<file path="config.mk">
export PLATFORM = sky130hd
export DESIGN_NAME = mips_multicycle_ctrl
export DESIGN_NICKNAME = d
export VERILOG_FILES = /design/src/rtl/mips_multicycle_ctrl.sv
export SDC_FILE = /design/constraint.sdc
export NUM_CORES = 1
export LEC_CHECK = 0
export ABC_AREA = 0
export CAP_MARGIN = 20
export CORE_ASPECT_RATIO = 0.8
export CORE_MARGIN = 1
export CORE_UTILIZATION = 35
export DETAILED_ROUTE_END_ITERATION = 10
export GPL_TIMING_DRIVEN = 0
export MAX_ROUTING_LAYER = met4
export PLACE_DENSITY = 0.83
export SYNTH_ARGS = -nofsm -noshare
export SYNTH_HDL_FRONTEND = slang
export SYNTH_SLANG_ARGS = --single-unit
export TNS_END_PERCENT = 100
</file>
<file path="constraint.sdc">
create_clock -name clk -period 1.2 [get_ports clk]
set_input_delay 0.12 -clock clk [delete_from_list [all_inputs] [get_ports clk]]
set_output_delay 0.12 -clock clk [all_outputs]
set_load 0.02 [all_outputs]
</file>
<file path="src/rtl/mips_multicycle_ctrl.sv">
// Main control FSM for the multicycle MIPS core: sequences lw, sw, R-type,
// beq, addi and j through FETCH/DECODE/execute/writeback states and drives
// the ALU function select, operand selects and datapath write enables.
module mips_multicycle_ctrl #(
  parameter bit ILLEGAL_TRAP = 1'b0
) (
  input  logic       clk,
  input  logic       rst_n,
  input  logic [5:0] op,
  input  logic [5:0] funct,
  input  logic       zero,
  output logic       pcen,
  output logic       irwrite,
  output logic       memwrite,
  output logic       regwrite,
  output logic       iord,
  output logic       memtoreg,
  output logic       regdst,
  output logic       alusrca,
  output logic [1:0] alusrcb,
  output logic [1:0] pcsrc,
  output logic [2:0] alucontrol,
  output logic       instr_done,
  output logic       illegal,
  output logic [3:0] state
);

  localparam logic [3:0] FETCH   = 4'd0;
  localparam logic [3:0] DECODE  = 4'd1;
  localparam logic [3:0] MEMADR  = 4'd2;
  localparam logic [3:0] MEMRD   = 4'd3;
  localparam logic [3:0] MEMWB   = 4'd4;
  localparam logic [3:0] MEMWR   = 4'd5;
  localparam logic [3:0] RTYPEEX = 4'd6;
  localparam logic [3:0] RTYPEWB = 4'd7;
  localparam logic [3:0] BEQEX   = 4'd8;
  localparam logic [3:0] ADDIEX  = 4'd9;
  localparam logic [3:0] ADDIWB  = 4'd10;
  localparam logic [3:0] JEX     = 4'd11;
  localparam logic [3:0] HALT    = 4'd12;

  localparam logic [5:0] OP_LW    = 6'b100011;
  localparam logic [5:0] OP_SW    = 6'b101011;
  localparam logic [5:0] OP_RTYPE = 6'b000000;
  localparam logic [5:0] OP_BEQ   = 6'b000100;
  localparam logic [5:0] OP_ADDI  = 6'b001000;
  localparam logic [5:0] OP_J     = 6'b000010;

  // Where an unsupported op/funct sends the machine.
  localparam logic [3:0] FAULT_NEXT = ILLEGAL_TRAP ? HALT : FETCH;

  logic [3:0] state_q, state_d;
  logic       pcwrite, branch;
  logic       irwrite_raw, memwrite_raw, regwrite_raw, done_raw, illegal_raw;

  // State register, cleared asynchronously to FETCH.
  always_ff @(posedge clk or negedge rst_n) begin
    if (!rst_n) state_q <= FETCH;
    else        state_q <= state_d;
  end

  // Next-state logic and output decode of the current state.
  always_comb begin
    state_d      = state_q;
    pcwrite      = 1'b0;
    branch       = 1'b0;
    irwrite_raw  = 1'b0;
    memwrite_raw = 1'b0;
    regwrite_raw = 1'b0;
    done_raw     = 1'b0;
    illegal_raw  = 1'b0;
    iord         = 1'b0;
    memtoreg     = 1'b0;
    regdst       = 1'b0;
    alusrca      = 1'b0;
    alusrcb      = 2'b00;
    pcsrc        = 2'b00;
    alucontrol   = 3'b010;
    case (state_q)
      FETCH: begin
        alusrcb     = 2'b01;
        irwrite_raw = 1'b1;
        pcwrite     = 1'b1;
        state_d     = DECODE;
      end
      DECODE: begin
        alusrcb = 2'b11;
        case (op)
          OP_LW, OP_SW: state_d = MEMADR;
          OP_RTYPE:     state_d = RTYPEEX;
          OP_BEQ:       state_d = BEQEX;
          OP_ADDI:      state_d = ADDIEX;
          OP_J:         state_d = JEX;
          default: begin
            illegal_raw = 1'b1;
            state_d     = FAULT_NEXT;
          end
        endcase
      end
      MEMADR: begin
        alusrca = 1'b1;
        alusrcb = 2'b10;
        state_d = (op == OP_LW) ? MEMRD : MEMWR;
      end
      MEMRD: begin
        iord    = 1'b1;
        state_d = MEMWB;
      end
      MEMWB: begin
        memtoreg     = 1'b1;
        regwrite_raw = 1'b1;
        done_raw     = 1'b1;
        state_d      = FETCH;
      end
      MEMWR: begin
        iord         = 1'b1;
        memwrite_raw = 1'b1;
        done_raw     = 1'b1;
        state_d      = FETCH;
      end
      RTYPEEX: begin
        alusrca = 1'b1;
        state_d = RTYPEWB;
        case (funct)
          6'b100000: alucontrol = 3'b010;
          6'b100010: alucontrol = 3'b110;
          6'b100100: alucontrol = 3'b000;
          6'b100101: alucontrol = 3'b001;
          6'b101010: alucontrol = 3'b111;
          default: begin
            illegal_raw = 1'b1;
            state_d     = FAULT_NEXT;
          end
        endcase
      end
      RTYPEWB: begin
        regdst       = 1'b1;
        regwrite_raw = 1'b1;
        done_raw     = 1'b1;
        state_d      = FETCH;
      end
      BEQEX: begin
        alusrca    = 1'b1;
        alucontrol = 3'b110;
        pcsrc      = 2'b01;
        branch     = 1'b1;
        done_raw   = 1'b1;
        state_d    = FETCH;
      end
      ADDIEX: begin
        alusrca = 1'b1;
        alusrcb = 2'b10;
        state_d = ADDIWB;
      end
      ADDIWB: begin
        regwrite_raw = 1'b1;
        done_raw     = 1'b1;
        state_d      = FETCH;
      end
      JEX: begin
        pcsrc    = 2'b10;
        pcwrite  = 1'b1;
        done_raw = 1'b1;
        state_d  = FETCH;
      end
      HALT: state_d = HALT;
      default: begin
        // Unreachable encodings recover to FETCH even when trapping.
        illegal_raw = 1'b1;
        state_d     = FETCH;
      end
    endcase
  end

  // Enables are gated by rst_n so they drop the instant reset asserts.
  assign pcen       = rst_n & (pcwrite | (branch & zero));
  assign irwrite    = rst_n & irwrite_raw;
  assign memwrite   = rst_n & memwrite_raw;
  assign regwrite   = rst_n & regwrite_raw;
  assign instr_done = rst_n & done_raw;
  assign illegal    = rst_n & illegal_raw;
  assign state      = state_q;

endmodule
</file>
==> results <==
- After routing the design area is 1520 sq um.
- The final clock period utilization by the worst path is 142%.
- The longest clock path from root to sink contains 2 buffers.
- The minimum setup slack in the final design is -0.500 ns.
- Yosys attributes the largest share of cell area to sky130_fd_sc_hd__dfrtp_1, sky130_fd_sc_hd__nor3_1, sky130_fd_sc_hd__nor2_1, sky130_fd_sc_hd__nand4b_1, sky130_fd_sc_hd__o2111ai_1.
- Clock tree synthesis inserted a total of 3 buffers.
- The aggregate global-route resource usage is 32.7%.
- The average instance in the mapped netlist occupies ~7.6 sq um.
- The post-route minimum period is about 1.7 ns.
- The floorplan die height is ~42 um.
- The global-route wire length before repair is 5060 um.
- In this run the worst hold path is classified as input pin to flip-flop.
- Headroom to the max-slew limit came out at 69.1%.
- The floorplan has 13 rows.
- The net count after synthesis is about 110.
- The most used flip-flop cell after synthesis is sky130_fd_sc_hd__dfrtp_1.
- The final weighted congestion in routability-driven placement is ~0.86.
- The worst register-to-register path has a depth of 4.
- For this run, global-route usage on met2 was measured as 53.0%.
- In the global route stage, met1 resource usage came out at about two fifths.
- After synthesis the netlist holds a flip-flop and latch count of 4.
- From synthesis to final layout, the design area changed by 123%.
- The final hold violation count came to 0.
- The final net count is 166.
- The top-level I/O count is 36.
- The cell leakage power is around 0.00061 uW.
- The number of distinct library cells after synthesis is 43.
- The start point of the worst min-delay path is op[3].
- After global routing the overflow that remains totals 0.
- During synthesis, Yosys emitted a total of 0 warnings.
- The synthesized netlist occupies a cell area of slightly below 700 sq um.
- The via count of the first global-routing pass was between 1k and 1.5k.
- After detailed routing, the total wire length is 3800 um.
- The clock latency reported for the late side of the worst-skew pair is 0.26 ns.
- Summed over all instances, the cell type with the most area after synthesis is sky130_fd_sc_hd__dfrtp_1.
- The clock arrives with about 0.013 ns of skew.
- The run finished, with violations left.
- The required arrival time at the worst endpoint is 1.08 ns.
- The worst reg-to-reg setup slack is -0.35 ns.
- The worst register-to-register path begins at state[0].
- The number of nets still failing antenna checks after routing is 0.
- The register with the most flip-flops in the layout has 4 of them.
- Global routing consumed, on the met3 layer, approximately 6.6% of the routing resources.
- The hold-critical path depth is 4.
- The maximum ir drop on the vdd rail is around 0.0012 V.
- After detailed routing, the number of remaining DRC violations is 0.
- For this run, the top clock speed supported by timing is a little under 600 MHz.
- The area of the core region is around 1700 sq um.
- In the layout the commonest cells are sky130_fd_sc_hd__buf_6, sky130_fd_sc_hd__buf_4, sky130_fd_sc_hd__clkdlybuf4s50_1.
- Leaving out fill and tap cells, the most frequent cell in the layout is sky130_fd_sc_hd__buf_6.
- Dividing the detail-routed wire length by the instance count gives 22.2 um.
- The sequential element share of the synthesized area is between 10% and 20%.
- The number of standard cells after synthesis is 90.
- The die outline area is 2130 sq um.
- For the pin with the worst max-slew slack, the measured transition is 0.463 ns.
- The number of clock sinks seen by CTS is 4.
- The average via count per standard cell is 6.71.
- The root buffer cell chosen for the clock tree is sky130_fd_sc_hd__clkbuf_4.
- The worst register-to-register path ends at state[2].
- The number of endpoints failing setup at the final stage is 21.
- After clock tree synthesis, the clock-pin slew on the worst setup and hold paths is 0.05 ns.
- The tool flagged a number of max-cap violations equal to 0.
- The initial antenna violation count is 0.
- The first TritonRoute pass finished after 5 iterations.
- CTS built an H-tree with a depth of 1.
- Total power for the finished layout comes to around 2300 uW.
- The ratio of total power to cell area is between 1500 and 2000 nW/um^2.
- The sum of net half-perimeters after detailed placement is roughly 1600 um.
- Entering global routing, the biggest net connects 11 pins.
- The placed instances occupy a cell area of 1130 sq um.
- The top fanout value on the critical path is 7.
- The horizontal die dimension is ~51 um.
- The total of buffers placed on input and output ports is 33.
- The startpoint class of the critical path is a flip-flop.
- STA puts the critical path data arrival time at 1.58 ns.
- For this configuration, the core starts out at a cell density of between 30% and 40%.
- The path with the worst hold slack has its endpoint at state[3].
- The final reports fail on setup timing.
- The share of flip-flops with an asynchronous set or reset is between 90% and 100%.
- The layer flagged by global routing as most heavily used is met2.
- The antenna diode count is 0.
- The element type at the critical path end is an output port.
- The final number of max-transition violations came to 0.
- The CTS tree is done.
- The worst setup path is of the flip-flop to output port kind.
- The share of post-route cells with drive strength above 1 is between 60% and 70%.
- Detailed routing inserted a total of between 1k and 1.5k vias.
- The synthesized design devotes to its leading area cell type 14.7% of total area.
- The number of flops mapped to enable cells by yosys is 0.
- Setup repair after global routing could not meet its margin everywhere.
- In this run, the number of DRC markers left after iteration 0 of detailed routing was 50.
==> cell families (layout without fill, tap and decap cells) <==
| logic type | count (synthesis) | after routing | share of synthesized area, % |
|---|---|---|---|
| XOR/XNOR | 3 | 3 | 3.85 |
| multiplexers | 1 | 1 | 1.47 |
| AO/OA/AOI/OAI | 22 | 22 | 24.0 |
| flip-flops | 4 | 4 | 14.7 |
| AND/OR/NAND/NOR | 51 | 51 | 46.9 |
| buffers and inverters | 9 | 68 | 9.16 |
==> worst max-delay path by stage <==
stage                    to  slack (ns)  depth (start not counted)      from
finish              illegal       -0.50                          5  state[0]
global placement    illegal       -0.87                          5     rst_n
CTS                 illegal       -0.41                          5  state[0]
detailed placement  illegal       -0.88                          5     rst_n
global route           pcen       -0.55                          5  state[3]
floorplan           illegal       -0.25                          4  state[1]
==> metrics by stage <==
| step | utilization [%] | worst slack [ns] | TNS, ns | instances | hold WS (ns) |
|---|---|---|---|---|---|
| after global routing | 88.2 | -0.552 | -7.69 | 171 | 0.372 |
| after CTS | 81.0 | -0.414 | -5.07 | 165 | 0.276 |
| after global placement | 65.6 | -0.874 | -10.63 | 145 | 0.441 |
| after floorplan | - | -0.252 | -1.32 | 90 | -0.176 |
| final | 88.2 | -0.500 | -6.99 | 171 | 0.344 |
| after detailed placement | 65.6 | -0.875 | -11.04 | 145 | 0.446 |
==> critical path, stage by stage (launching register included) <==
cell                       delay, ns
sky130_fd_sc_hd__dfrtp_2        0.47
sky130_fd_sc_hd__buf_8          0.17
sky130_fd_sc_hd__nand4b_1       0.18
sky130_fd_sc_hd__a31o_2         0.25
sky130_fd_sc_hd__o211ai_1       0.09
sky130_fd_sc_hd__buf_4          0.17
==> Yosys cell counts (2+ instances only) <==
library cell	instances
sky130_fd_sc_hd__a21oi_1	3
sky130_fd_sc_hd__a31o_2	2
sky130_fd_sc_hd__nor2b_1	2
sky130_fd_sc_hd__o2111ai_1	3
sky130_fd_sc_hd__nand3b_1	2
sky130_fd_sc_hd__xor2_1	2
sky130_fd_sc_hd__inv_1	2
sky130_fd_sc_hd__o21a_1	2
sky130_fd_sc_hd__nor3b_1	2
sky130_fd_sc_hd__o211ai_1	3
sky130_fd_sc_hd__and2b_1	3
sky130_fd_sc_hd__nor4_1	2
sky130_fd_sc_hd__o21ai_0	3
sky130_fd_sc_hd__nand4b_1	3
sky130_fd_sc_hd__dfrtp_1	4
sky130_fd_sc_hd__nand2b_1	2
sky130_fd_sc_hd__nand2_1	3
sky130_fd_sc_hd__nor2_1	8
sky130_fd_sc_hd__buf_6	2
sky130_fd_sc_hd__nor3_1	7
sky130_fd_sc_hd__buf_2	2
sky130_fd_sc_hd__nand3_1	3
sky130_fd_sc_hd__buf_4	3
sky130_fd_sc_hd__nand4_1	3
==> power breakdown <==
part	internal, uW	switching, uW
registers	174	73.6
clock network	113	76.0
logic	942	919
==> cell type report <==
class / count / area, sq um
flip-flops and latches: 4 / 105
repair buffers: 56 / 536
well taps: 22 / 27.5
clock buffers: 3 / 22.5
multi-input cells: 77 / 731
inverters: 2 / 10.0
fillers: 86 / 204
plain buffers: 7 / 88.8
==> layer usage <==
layer | up-vias | routed length, um | share of wire [%]
li1 | 468 | - | -
met1 | 548 | 1410 | 37
met2 | 105 | 1820 | 48
met3 | 27 | 363 | 9.6
met4 | 0 | 208 | 5.5
met5 | - | 0 | 0
==> what timing repair did <==
item,CTS,global route
setup endpoints to repair,25,23
resized for setup,132,25
setup buffers,16,6
endpoints found under the hold margin,4,0
pin swaps,16,12
hold buffers,1,0
Power figures use the tool's default switching activity.
